**config.mk**
```make
export PLATFORM = sky130hd
export DESIGN_NAME = pipe_hazard_ctrl_flat
export DESIGN_NICKNAME = d
export VERILOG_FILES = /design/src/rtl/pipe_hazard_ctrl_pkg.sv /design/src/rtl/pipe_hazard_ctrl_if.sv /design/src/rtl/pipe_hazard_ctrl_sat_counter.sv /design/src/rtl/pipe_hazard_ctrl.sv /design/src/flat_wrapper.sv
export SDC_FILE = /design/constraint.sdc
export NUM_CORES = 1
export LEC_CHECK = 0
export ABC_AREA = 1
export CAP_MARGIN = 30
export CORE_MARGIN = 2
export CORE_UTILIZATION = 41
export DETAILED_ROUTE_END_ITERATION = 10
export GPL_TIMING_DRIVEN = 1
export PLACE_DENSITY = 0.79
export RECOVER_POWER = 25
export SLEW_MARGIN = 20
export SYNTH_ARGS = -nofsm -noshare
export SYNTH_HDL_FRONTEND = slang
export SYNTH_SLANG_ARGS = --single-unit
```
**constraint.sdc**
```tcl
create_clock -name clk -period 1.6 [get_ports clk]
set_input_delay 0.16 -clock clk [delete_from_list [all_inputs] [get_ports clk]]
set_output_delay 0.16 -clock clk [all_outputs]
set_load 0.01 [all_outputs]
```
**src/rtl/pipe_hazard_ctrl_pkg.sv**
```systemverilog
// Shared definitions for the pipeline hazard sequencer: jump encodings, FSM states
// and a helper that decodes a MEM-stage control-flow redirect.
package pipe_hazard_ctrl_pkg;

    localparam int unsigned REG_IDX_W = 5;

    localparam logic [1:0] JMP_NONE = 2'b00;
    localparam logic [1:0] JMP_JAL  = 2'b10;
    localparam logic [1:0] JMP_JALR = 2'b11;

    typedef enum logic [1:0] {
        StBoot,
        StRun,
        StWait
    } hz_state_e;

    // The 01 jump encoding is reserved and behaves like no jump.
    function automatic logic is_redirect(input logic taken, input logic [1:0] jump);
        return taken || (jump == JMP_JAL) || (jump == JMP_JALR);
    endfunction

endpackage

```
**src/rtl/pipe_hazard_ctrl_if.sv**
```systemverilog
// Bundle between the hazard sequencer and the pipeline datapath.
// The master side is the sequencer, the slave side is the datapath.
interface pipe_hazard_ctrl_if #(
    parameter int unsigned CNT_W = 32
);
    import pipe_hazard_ctrl_pkg::*;

    logic [REG_IDX_W-1:0] id_rs1;
    logic [REG_IDX_W-1:0] id_rs2;
    logic                 id_use_rs1;
    logic                 id_use_rs2;
    logic                 ex_memread;
    logic [REG_IDX_W-1:0] ex_rd;
    logic                 mem_taken;
    logic [1:0]           mem_jump;
    logic [31:0]          mem_pc_branch;
    logic [31:0]          mem_jalr_out;
    logic                 dmem_req;
    logic                 dmem_ready;

    logic                 pc_write;
    logic                 redirect;
    logic [31:0]          redirect_pc;
    logic                 if_id_write;
    logic                 if_id_flush;
    logic                 id_ex_flush;
    logic                 ex_mem_flush;
    logic                 pipe_hold;
    logic                 mem_err;
    logic [CNT_W-1:0]     stall_cnt;
    logic [CNT_W-1:0]     flush_cnt;

    modport master (
        input  id_rs1, id_rs2, id_use_rs1, id_use_rs2, ex_memread, ex_rd,
        input  mem_taken, mem_jump, mem_pc_branch, mem_jalr_out, dmem_req, dmem_ready,
        output pc_write, redirect, redirect_pc, if_id_write, if_id_flush, id_ex_flush,
        output ex_mem_flush, pipe_hold, mem_err, stall_cnt, flush_cnt
    );

    modport slave (
        output id_rs1, id_rs2, id_use_rs1, id_use_rs2, ex_memread, ex_rd,
        output mem_taken, mem_jump, mem_pc_branch, mem_jalr_out, dmem_req, dmem_ready,
        input  pc_write, redirect, redirect_pc, if_id_write, if_id_flush, id_ex_flush,
        input  ex_mem_flush, pipe_hold, mem_err, stall_cnt, flush_cnt
    );

endinterface

```
**src/rtl/pipe_hazard_ctrl_sat_counter.sv**
```systemverilog
// Saturating up-counter with synchronous active-low reset and synchronous clear.
module sat_counter #(
    parameter int unsigned CNT_W = 32
) (
    input  logic             clk,
    input  logic             rstn,
    input  logic             clear,
    input  logic             inc,
    output logic [CNT_W-1:0] count
);

    logic [CNT_W-1:0] count_q;
    logic [CNT_W-1:0] count_d;

    always_comb begin
        count_d = count_q;
        if (clear) begin
            count_d = '0;
        end else if (inc && (count_q != '1)) begin
            count_d = count_q + 1'b1;
        end
    end

    always_ff @(posedge clk) begin
        if (!rstn) begin
            count_q <= '0;
        end else begin
            count_q <= count_d;
        end
    end

    assign count = count_q;

endmodule

```
**src/rtl/pipe_hazard_ctrl.sv**
```systemverilog
// Stall/flush sequencer for the 5-stage pipeline: merges load-use, MEM-stage redirects and
// data-memory waits into pipeline-register controls, with a boot clear and access timeout.
module pipe_hazard_ctrl #(
    parameter int unsigned BOOT_CYCLES = 2,
    parameter int unsigned MEM_TIMEOUT = 64,
    parameter int unsigned CNT_W       = 32
) (
    input logic                clk,
    input logic                rstn,
    pipe_hazard_ctrl_if.master hz
);
    import pipe_hazard_ctrl_pkg::*;

    localparam int unsigned BootW = $clog2(BOOT_CYCLES + 1);
    localparam int unsigned WaitW = $clog2(MEM_TIMEOUT + 1);
    localparam logic [BootW-1:0] BootLast = BootW'(BOOT_CYCLES - 1);
    localparam logic [WaitW-1:0] WaitLast = WaitW'(MEM_TIMEOUT - 1);

    hz_state_e        state_q;
    logic [BootW-1:0] boot_q;
    logic [WaitW-1:0] wait_q;
    logic             mem_err_q;

    logic        mem_stall;
    logic        redir_req;
    logic        load_use;
    logic        pc_write;
    logic        redirect;
    logic [31:0] redirect_pc;
    logic        if_id_write;
    logic        if_id_flush;
    logic        id_ex_flush;
    logic        ex_mem_flush;
    logic        pipe_hold;
    logic        in_boot;
    logic [CNT_W-1:0] stall_cnt;
    logic [CNT_W-1:0] flush_cnt;

    always_comb begin
        mem_stall = hz.dmem_req && !hz.dmem_ready;
        redir_req = is_redirect(hz.mem_taken, hz.mem_jump);
        load_use  = hz.ex_memread && (hz.ex_rd != '0) &&
                    ((hz.id_use_rs1 && (hz.id_rs1 == hz.ex_rd)) ||
                     (hz.id_use_rs2 && (hz.id_rs2 == hz.ex_rd)));
    end

    always_comb begin
        pc_write     = 1'b1;
        redirect     = 1'b0;
        redirect_pc  = '0;
        if_id_write  = 1'b1;
        if_id_flush  = 1'b0;
        id_ex_flush  = 1'b0;
        ex_mem_flush = 1'b0;
        pipe_hold    = 1'b0;
        unique case (state_q)
            StRun: begin
                if (mem_stall) begin
                    pc_write    = 1'b0;
                    if_id_write = 1'b0;
                    pipe_hold   = 1'b1;
                end else if (redir_req) begin
                    // A redirect squashes the instruction that would have caused a load-use stall.
                    redirect     = 1'b1;
                    if_id_flush  = 1'b1;
                    id_ex_flush  = 1'b1;
                    ex_mem_flush = 1'b1;
                    redirect_pc  = (hz.mem_jump == JMP_JALR) ? {hz.mem_jalr_out[31:1], 1'b0}
                                                              : hz.mem_pc_branch;
                end else if (load_use) begin
                    pc_write    = 1'b0;
                    if_id_write = 1'b0;
                    id_ex_flush = 1'b1;
                end
            end
            StWait: begin
                pc_write    = 1'b0;
                if_id_write = 1'b0;
                pipe_hold   = 1'b1;
            end
            default: begin
                pc_write     = 1'b0;
                if_id_write  = 1'b0;
                if_id_flush  = 1'b1;
                id_ex_flush  = 1'b1;
                ex_mem_flush = 1'b1;
            end
        endcase
    end

    always_ff @(posedge clk) begin
        if (!rstn) begin
            state_q   <= StBoot;
            boot_q    <= '0;
            wait_q    <= '0;
            mem_err_q <= 1'b0;
        end else begin
            unique case (state_q)
                StBoot: begin
                    if (boot_q == BootLast) begin
                        state_q <= StRun;
                        boot_q  <= '0;
                    end else begin
                        boot_q <= boot_q + 1'b1;
                    end
                end
                StRun: begin
                    if (mem_stall) begin
                        state_q <= StWait;
                        wait_q  <= WaitW'(1);
                    end
                end
                StWait: begin
                    // Completion on the final allowed cycle wins over the timeout.
                    if (hz.dmem_ready) begin
                        state_q <= StRun;
                        wait_q  <= '0;
                    end else if (wait_q == WaitLast) begin
                        state_q   <= StRun;
                        wait_q    <= '0;
                        mem_err_q <= 1'b1;
                    end else begin
                        wait_q <= wait_q + 1'b1;
                    end
                end
                default: state_q <= StBoot;
            endcase
        end
    end

    assign in_boot = (state_q == StBoot);

    sat_counter #(
        .CNT_W (CNT_W)
    ) u_stall_cnt (
        .clk   (clk),
        .rstn  (rstn),
        .clear (in_boot),
        .inc   (!in_boot && !pc_write),
        .count (stall_cnt)
    );

    sat_counter #(
        .CNT_W (CNT_W)
    ) u_flush_cnt (
        .clk   (clk),
        .rstn  (rstn),
        .clear (in_boot),
        .inc   (redirect),
        .count (flush_cnt)
    );

    assign hz.pc_write     = pc_write;
    assign hz.redirect     = redirect;
    assign hz.redirect_pc  = redirect_pc;
    assign hz.if_id_write  = if_id_write;
    assign hz.if_id_flush  = if_id_flush;
    assign hz.id_ex_flush  = id_ex_flush;
    assign hz.ex_mem_flush = ex_mem_flush;
    assign hz.pipe_hold    = pipe_hold;
    assign hz.mem_err      = mem_err_q;
    assign hz.stall_cnt    = stall_cnt;
    assign hz.flush_cnt    = flush_cnt;

endmodule

```
**src/flat_wrapper.sv**
```systemverilog
// flat-port wrapper written by rule: the top's interface ports become plain ports
module pipe_hazard_ctrl_flat import pipe_hazard_ctrl_pkg::*;
#(
    parameter int unsigned BOOT_CYCLES = 2,
    parameter int unsigned MEM_TIMEOUT = 64,
    parameter int unsigned CNT_W       = 32
)
  (clk, rstn, hz_id_rs1, hz_id_rs2, hz_id_use_rs1, hz_id_use_rs2, hz_ex_memread, hz_ex_rd, hz_mem_taken, hz_mem_jump, hz_mem_pc_branch, hz_mem_jalr_out, hz_dmem_req, hz_dmem_ready, hz_pc_write, hz_redirect, hz_redirect_pc, hz_if_id_write, hz_if_id_flush, hz_id_ex_flush, hz_ex_mem_flush, hz_pipe_hold, hz_mem_err, hz_stall_cnt, hz_flush_cnt);
  pipe_hazard_ctrl_if #(.CNT_W(CNT_W)) hz_i ();
  input logic clk;
  input logic rstn;
  input wire logic [$bits(hz_i.id_rs1)-1:0] hz_id_rs1;
  input wire logic [$bits(hz_i.id_rs2)-1:0] hz_id_rs2;
  input wire logic [$bits(hz_i.id_use_rs1)-1:0] hz_id_use_rs1;
  input wire logic [$bits(hz_i.id_use_rs2)-1:0] hz_id_use_rs2;
  input wire logic [$bits(hz_i.ex_memread)-1:0] hz_ex_memread;
  input wire logic [$bits(hz_i.ex_rd)-1:0] hz_ex_rd;
  input wire logic [$bits(hz_i.mem_taken)-1:0] hz_mem_taken;
  input wire logic [$bits(hz_i.mem_jump)-1:0] hz_mem_jump;
  input wire logic [$bits(hz_i.mem_pc_branch)-1:0] hz_mem_pc_branch;
  input wire logic [$bits(hz_i.mem_jalr_out)-1:0] hz_mem_jalr_out;
  input wire logic [$bits(hz_i.dmem_req)-1:0] hz_dmem_req;
  input wire logic [$bits(hz_i.dmem_ready)-1:0] hz_dmem_ready;
  output wire logic [$bits(hz_i.pc_write)-1:0] hz_pc_write;
  output wire logic [$bits(hz_i.redirect)-1:0] hz_redirect;
  output wire logic [$bits(hz_i.redirect_pc)-1:0] hz_redirect_pc;
  output wire logic [$bits(hz_i.if_id_write)-1:0] hz_if_id_write;
  output wire logic [$bits(hz_i.if_id_flush)-1:0] hz_if_id_flush;
  output wire logic [$bits(hz_i.id_ex_flush)-1:0] hz_id_ex_flush;
  output wire logic [$bits(hz_i.ex_mem_flush)-1:0] hz_ex_mem_flush;
  output wire logic [$bits(hz_i.pipe_hold)-1:0] hz_pipe_hold;
  output wire logic [$bits(hz_i.mem_err)-1:0] hz_mem_err;
  output wire logic [$bits(hz_i.stall_cnt)-1:0] hz_stall_cnt;
  output wire logic [$bits(hz_i.flush_cnt)-1:0] hz_flush_cnt;
  assign hz_i.id_rs1 = hz_id_rs1;
  assign hz_i.id_rs2 = hz_id_rs2;
  assign hz_i.id_use_rs1 = hz_id_use_rs1;
  assign hz_i.id_use_rs2 = hz_id_use_rs2;
  assign hz_i.ex_memread = hz_ex_memread;
  assign hz_i.ex_rd = hz_ex_rd;
  assign hz_i.mem_taken = hz_mem_taken;
  assign hz_i.mem_jump = hz_mem_jump;
  assign hz_i.mem_pc_branch = hz_mem_pc_branch;
  assign hz_i.mem_jalr_out = hz_mem_jalr_out;
  assign hz_i.dmem_req = hz_dmem_req;
  assign hz_i.dmem_ready = hz_dmem_ready;
  assign hz_pc_write = hz_i.pc_write;
  assign hz_redirect = hz_i.redirect;
  assign hz_redirect_pc = hz_i.redirect_pc;
  assign hz_if_id_write = hz_i.if_id_write;
  assign hz_if_id_flush = hz_i.if_id_flush;
  assign hz_id_ex_flush = hz_i.id_ex_flush;
  assign hz_ex_mem_flush = hz_i.ex_mem_flush;
  assign hz_pipe_hold = hz_i.pipe_hold;
  assign hz_mem_err = hz_i.mem_err;
  assign hz_stall_cnt = hz_i.stall_cnt;
  assign hz_flush_cnt = hz_i.flush_cnt;
  pipe_hazard_ctrl #(.BOOT_CYCLES(BOOT_CYCLES), .MEM_TIMEOUT(MEM_TIMEOUT), .CNT_W(CNT_W)) u_core (.clk(clk), .rstn(rstn), .hz(hz_i));
endmodule
```
-- Word-level counts from Yosys, hierarchy flattened
Cells that the tools add are included.
- register bits after elaboration: 76
- input port bits: 89
- output and inout bits: 104
- equality and inequality tests: 13
- add/sub/neg operators: 4
- muxes and demuxes: 28
- bitwise operators: 2
- reductions and logical operators: 21
- operators by type and width (kind ; count):
    32-bit two-way mux ; 4
    32-bit by 1-bit adder with 32-bit output (second input constant) ; 2
    32-bit != test (second input constant) ; 2
    7-bit two-way mux ; 3
    7-bit case mux with 2 select lines ; 1
    1-bit two-way mux ; 11
    5-bit equality test ; 2
    2-bit two-way mux ; 5
    1-bit logical AND ; 8
    7-bit by 1-bit adder with 7-bit output (second input constant) ; 1
    7-bit by 6-bit equality test with 1-bit output (second input constant) ; 1
    2-bit equality test (second input constant) ; 3
    1-bit case mux with 2 select lines ; 3
    2-bit case mux with 3 select lines ; 1
    3-bit AND reduction ; 2
    5-bit nonzero test ; 1
    2-bit by 1-bit equality test with 1-bit output (second input constant) ; 2
    1-bit zero test ; 3
    1-bit logical OR ; 3
    3-bit by 2-bit != test with 1-bit output (second input constant) ; 1
    2-bit by 1-bit adder with 2-bit output (second input constant) ; 1
    2-bit zero test ; 1
    2-bit by 1-bit != test with 1-bit output (second input constant) ; 1
    2-bit != test (second input constant) ; 1
    4 further kinds ; 5

-- Longest topological paths before layout
- word-level depth: 11
- depth in mapped cells: 13
- depth with buffers taken out: 13

-- Modules after synthesis
Synthesis repeated with hierarchy kept, for this count alone.
- cells, all modules: 893
- area total of the unflattened synthesis: 5496.5 um^2
- modules (own cells, without submodules) (module ; instances ; sequential area each (um^2) ; area each (um^2) ; cells an instance):
    sat_counter at u_core.u_flush_cnt ; 1 ; 640.6 ; 2069.5 ; 332
    sat_counter at u_core.u_stall_cnt ; 1 ; 640.6 ; 1933.1 ; 307
    pipe_hazard_ctrl ; 1 ; 240.2 ; 1493.9 ; 254

-- Least setup slack after synthesis
Ideal clock, no wire load.
- kind: register -> register
- start: register u_core.u_stall_cnt.count_q[0], in the netlist u_core.u_stall_cnt.count[0]
- end: register u_core.u_stall_cnt.count_q[2], in the netlist u_core.u_stall_cnt.count[2]
- data arrival time: 1.676 ns
- path buffers: 1
- cell stages (with the launch flop): 12
- setup time: 0.146 ns
- setup slack: -0.222 ns
- cells stage by stage: dfxtp_1 > ha_1 > nand3_1 > nor2_4 > nand3_1 > nor2_1 > nand3_1 > nand2_1 > inv_2 > clkbuf_1 > nand4_1 > a21oi_1
- cells in the longest elaborated chain, start to end: 2
- elaborated cells between the ends (all ways): 3
- RTL lines (item ; RTL line ; text):
    start, declared ; pipe_hazard_ctrl_sat_counter.sv:12 ; logic [CNT_W-1:0] count_q;
    start signal, assigned ; pipe_hazard_ctrl_sat_counter.sv:28 ; count_q <= count_d;
    parallel branches: the longest is 2 deep, another holds 32-bit by 1-bit adder with 32-bit output ; n/a ;
Several ways; the timed one is not identified.
A chain may end at the register's enable or synchronous reset.

-- Worst setup path in the final report
- start: register u_core.state_q[1]
- end: output port hz_redirect_pc[12]
- cells in the longest elaborated chain, start to end: 2
- RTL lines (item ; RTL line ; text):
    start, declared ; pipe_hazard_ctrl.sv:19 ; hz_state_e state_q;
    start signal, assigned ; pipe_hazard_ctrl.sv:93 ; state_q <= StBoot;
    start signal, assigned ; pipe_hazard_ctrl.sv:101 ; state_q <= StRun;
    start signal, assigned ; pipe_hazard_ctrl.sv:109 ; state_q <= StWait;
    2-bit by 1-bit equality test with 1-bit output ; pipe_hazard_ctrl.sv:56 ; unique case (state_q)
    32-bit two-way mux ; pipe_hazard_ctrl.sv:56 ;
    end, declared ; flat_wrapper.sv:26 ; output wire logic [$bits(hz_i.redirect_pc)-1:0] hz_redirect_pc;
No other way between the ends.

==> impl_results.md <==
* Syn Nets at roughly 990
* PwrDens at about 850 nW/um^2
* Syn Inst Count at ~900
* Die H at 118 microns
* Worst setup EP type: output port
* Max Freq at ~520 MHz
* CTS tree: built
* Compound-gate portion of the synthesized area at 11.7%
* Grt ovf at 0
* Util after Layout at approximately four fifths
* Placed Cells at between 1000 and 1500
* CP Class: reg -> out
* Clk_lat worst skew at 0.35 ns
* Met2 Resource Use GR at around 54%
* Failing checks: setup timing
* Chip Width at roughly 120 microns
* Vias at around 7600
* Predominant post-synthesis flop cell: dfxtp_1
* Critical path launch point type: flop
* Hold_buf cts at 0
* Share of the synthesized area in the top cell type at ~28%
* Met3 usage at 6.03%
* HPWL after DPL at 15800 microns
* Final ANT Viol Nets at 0
* Met1 GRT Util at 34.0%
* Area grow syn2layout at 85.6%
* Max-cap viol count at 0
* Port Buffers at roughly 190
* Setup slack after layout at -0.337 ns
* Most common cell after layout, fill and taps aside: nand2_1
* Max-slew headroom at 74.3%
* Non-Filler Instances at about 1400
* Final nets at 1322
* Post-synthesis async set-or-reset flop share at 0%
* Leak at about 4 nW
* Largest net degree at the start of global routing at 32
* First-pass GRT wire length at about 35000 microns
* Number of remaining DRC errors at 0
* Worst Skew at about 0.0097 ns
* CTS H-Tree Depth at 3
* Final setup viols at around 100
* Layout fillers at approximately 850
* Setup TNS at -16.02 ns
* Synth Area per Inst at between 5 and 6 sq um
* Total GRT Usage at a little under a third
* Detailed Route Iter0 Violations at about 590
* Core area at 12700 sq um
* Time the worst path needs with I/O delays and setup at between 1.5 and 2 ns
* Via/cell ratio at around 5.4
* Worst vdd ir at around 0.56 mV
* Initial Utilization at between 40% and 50%
* Initial antenna violation count at 1
* Mux cell area share after synthesis at 0%
* CP max FO at 6
* Yosys warns at 0
* # IOs at between 150 and 200
* Clock sinks at 76
* Post-Synth XOR/XNOR Area at just over 6%
* Worst-case clock buffer depth at 2
* WL final at between 20000 and 30000 microns
* Grt peak-use layer: met2
* GPL Wtd Cong at approximately 0.97
* Vias in the first global route at approximately 7000
* Sequential-to-total area share from yosys stat at between 20 and 30%
* Main combinational cell family by area after synthesis: simple AND/OR/NAND/NOR gates
* Cells taking the most area after synthesis: dfxtp_1, nand2_1, a21oi_1
* WL per Instance at about 18 microns
* EDFF count, synth at 0
* DR pass1 iterations at 5
* Full die area at between 10000 and 15000 sq um
* Netlist cell types at 34
* # rows at 41
* Worst slack, placed at -0.706 ns
* Synth Cell Area at roughly 5400 sq um
* Critical Path AT at 1.78 ns
* Final Hold Violating Endpoints at 0
* Hold Path Class: reg -> reg
* Post-Synth Adder-Cell Area at ~1.4%
* Root Buffer: clkbuf_16
* Outcome: finished with violations
* Slew Limit Fails at 0
* Worst Tran Pin Value at ~0.38 ns
* Simple-gate share of the synthesized area at 44.5%
* Layout cells sized above 1 at 34.5%
* CP required at 1.44 ns
* Commonest non-fill, non-tap cells in the layout: nand2_1, clkdlybuf4s50_1, buf_4
* RSZ-0062 raised after global routing: true
* Leading area contributor after synthesis: dfxtp_1
* Inserted Clock Buffers at 9
* Clk slew on worst S/H paths at 0.06 ns
* Yosys reg bits at 76
* Fin crit share at 121%
-- stage by stage --
stage          hold slack (ns)  cell area (sq um)  power [mW]
3_3_place_gp             0.421               8420        4.70
6_report                 0.432               9930        8.44
4_1_cts                  0.436               9170        7.54
3_5_place_dp             0.424               8420        4.73
5_1_grt                  0.446               9930        8.72
2_1_floorplan            0.278               5400        3.44
-- cell usage after synthesis (all sizes together) (3+ instances only) --
library cell  instances
nand2               343
nand4                39
xor2                 24
nor3                 24
nor2                117
a21oi                95
clkbuf               16
ha                    6
o21bai                3
o21ai                11
xnor2                13
nand3                27
inv                  60
buf                  21
nand3b               15
dfxtp                76
-- area by class of cell --
type                    count  area [sq um]  area share (%)
diodes                      1          2.50          0.0252
flip-flops and latches     76          1560            15.7
clock inverters             5          83.8           0.844
well taps                 172           215            2.17
clock buffers              11           253            2.55
repair buffers            357          3400            34.3
multi-input cells         722          4170            42.0
inverters                  61           240            2.42
-- worst max-delay path: stages, from the launching register on --
cell       delay [ns]
dfxtp_2          0.33
inv_2            0.07
ha_4             0.14
nand2_2          0.05
inv_2            0.07
o21ai_4          0.12
clkbuf_16        0.19
buf_6            0.11
a21oi_2          0.18
buf_2            0.17
-- power breakdown --
part / switching [mW] / leakage, nW / internal [mW]
logic: 2.18 / 3.20 / 1.87
registers: 0.0710 / 0.626 / 1.98
clock network: 0.875 / 0.158 / 1.45
-- metal layers --
metal | wire length, microns | part of all wire [%]
met5 | 0 | 0
met4 | 1650 | 6.5
met3 | 2280 | 9.0
met2 | 12500 | 49
met1 | 8850 | 35
-- kinds of logic (layout without fill, tap and decap cells) --
logic type                 after synthesis  in the layout
and+or+nand+nor                        566            566
AOI/OAI and AO/OA                      113            113
buffers and inverters                   98            434
DFF                                     76             76
xor gates and xnor gates                37             37
adders and majority gates                6              6
other                                    0              1
-- state kept, by name (all words and copies together), names as in the netlist --
signal,count
u_core.wait_q,7
u_core.u_stall_cnt.count,32
u_core.state_q,2
u_core.hz.mem_err,1
u_core.u_flush_cnt.count,32
u_core.boot_q,2
-- path summary, 6_finish.rpt --
| path | endpoint | slack [ns] | cells after the start | startpoint |
|---|---|---|---|---|
| worst min-delay path | u_core.boot_q[1] | 0.43 | 2 | u_core.boot_q[1] |
| worst min register to register | u_core.boot_q[1] | 0.43 | 2 | u_core.boot_q[1] |
| worst max register to register | u_core.u_flush_cnt.count[3] | -0.26 | 12 | u_core.state_q[1] |
| worst max-delay path | hz_redirect_pc[12] | -0.34 | 9 | u_core.state_q[1] |
-- timing repair --
action                                  4_1_cts  5_1_grt
pin swaps                                     6       49
gates resized for setup                     246      188
setup buffers                                10       17
endpoints found under the setup margin      103      118
gates cloned                                  6        7
No activity file was read; power rests on OpenSTA's default activity.
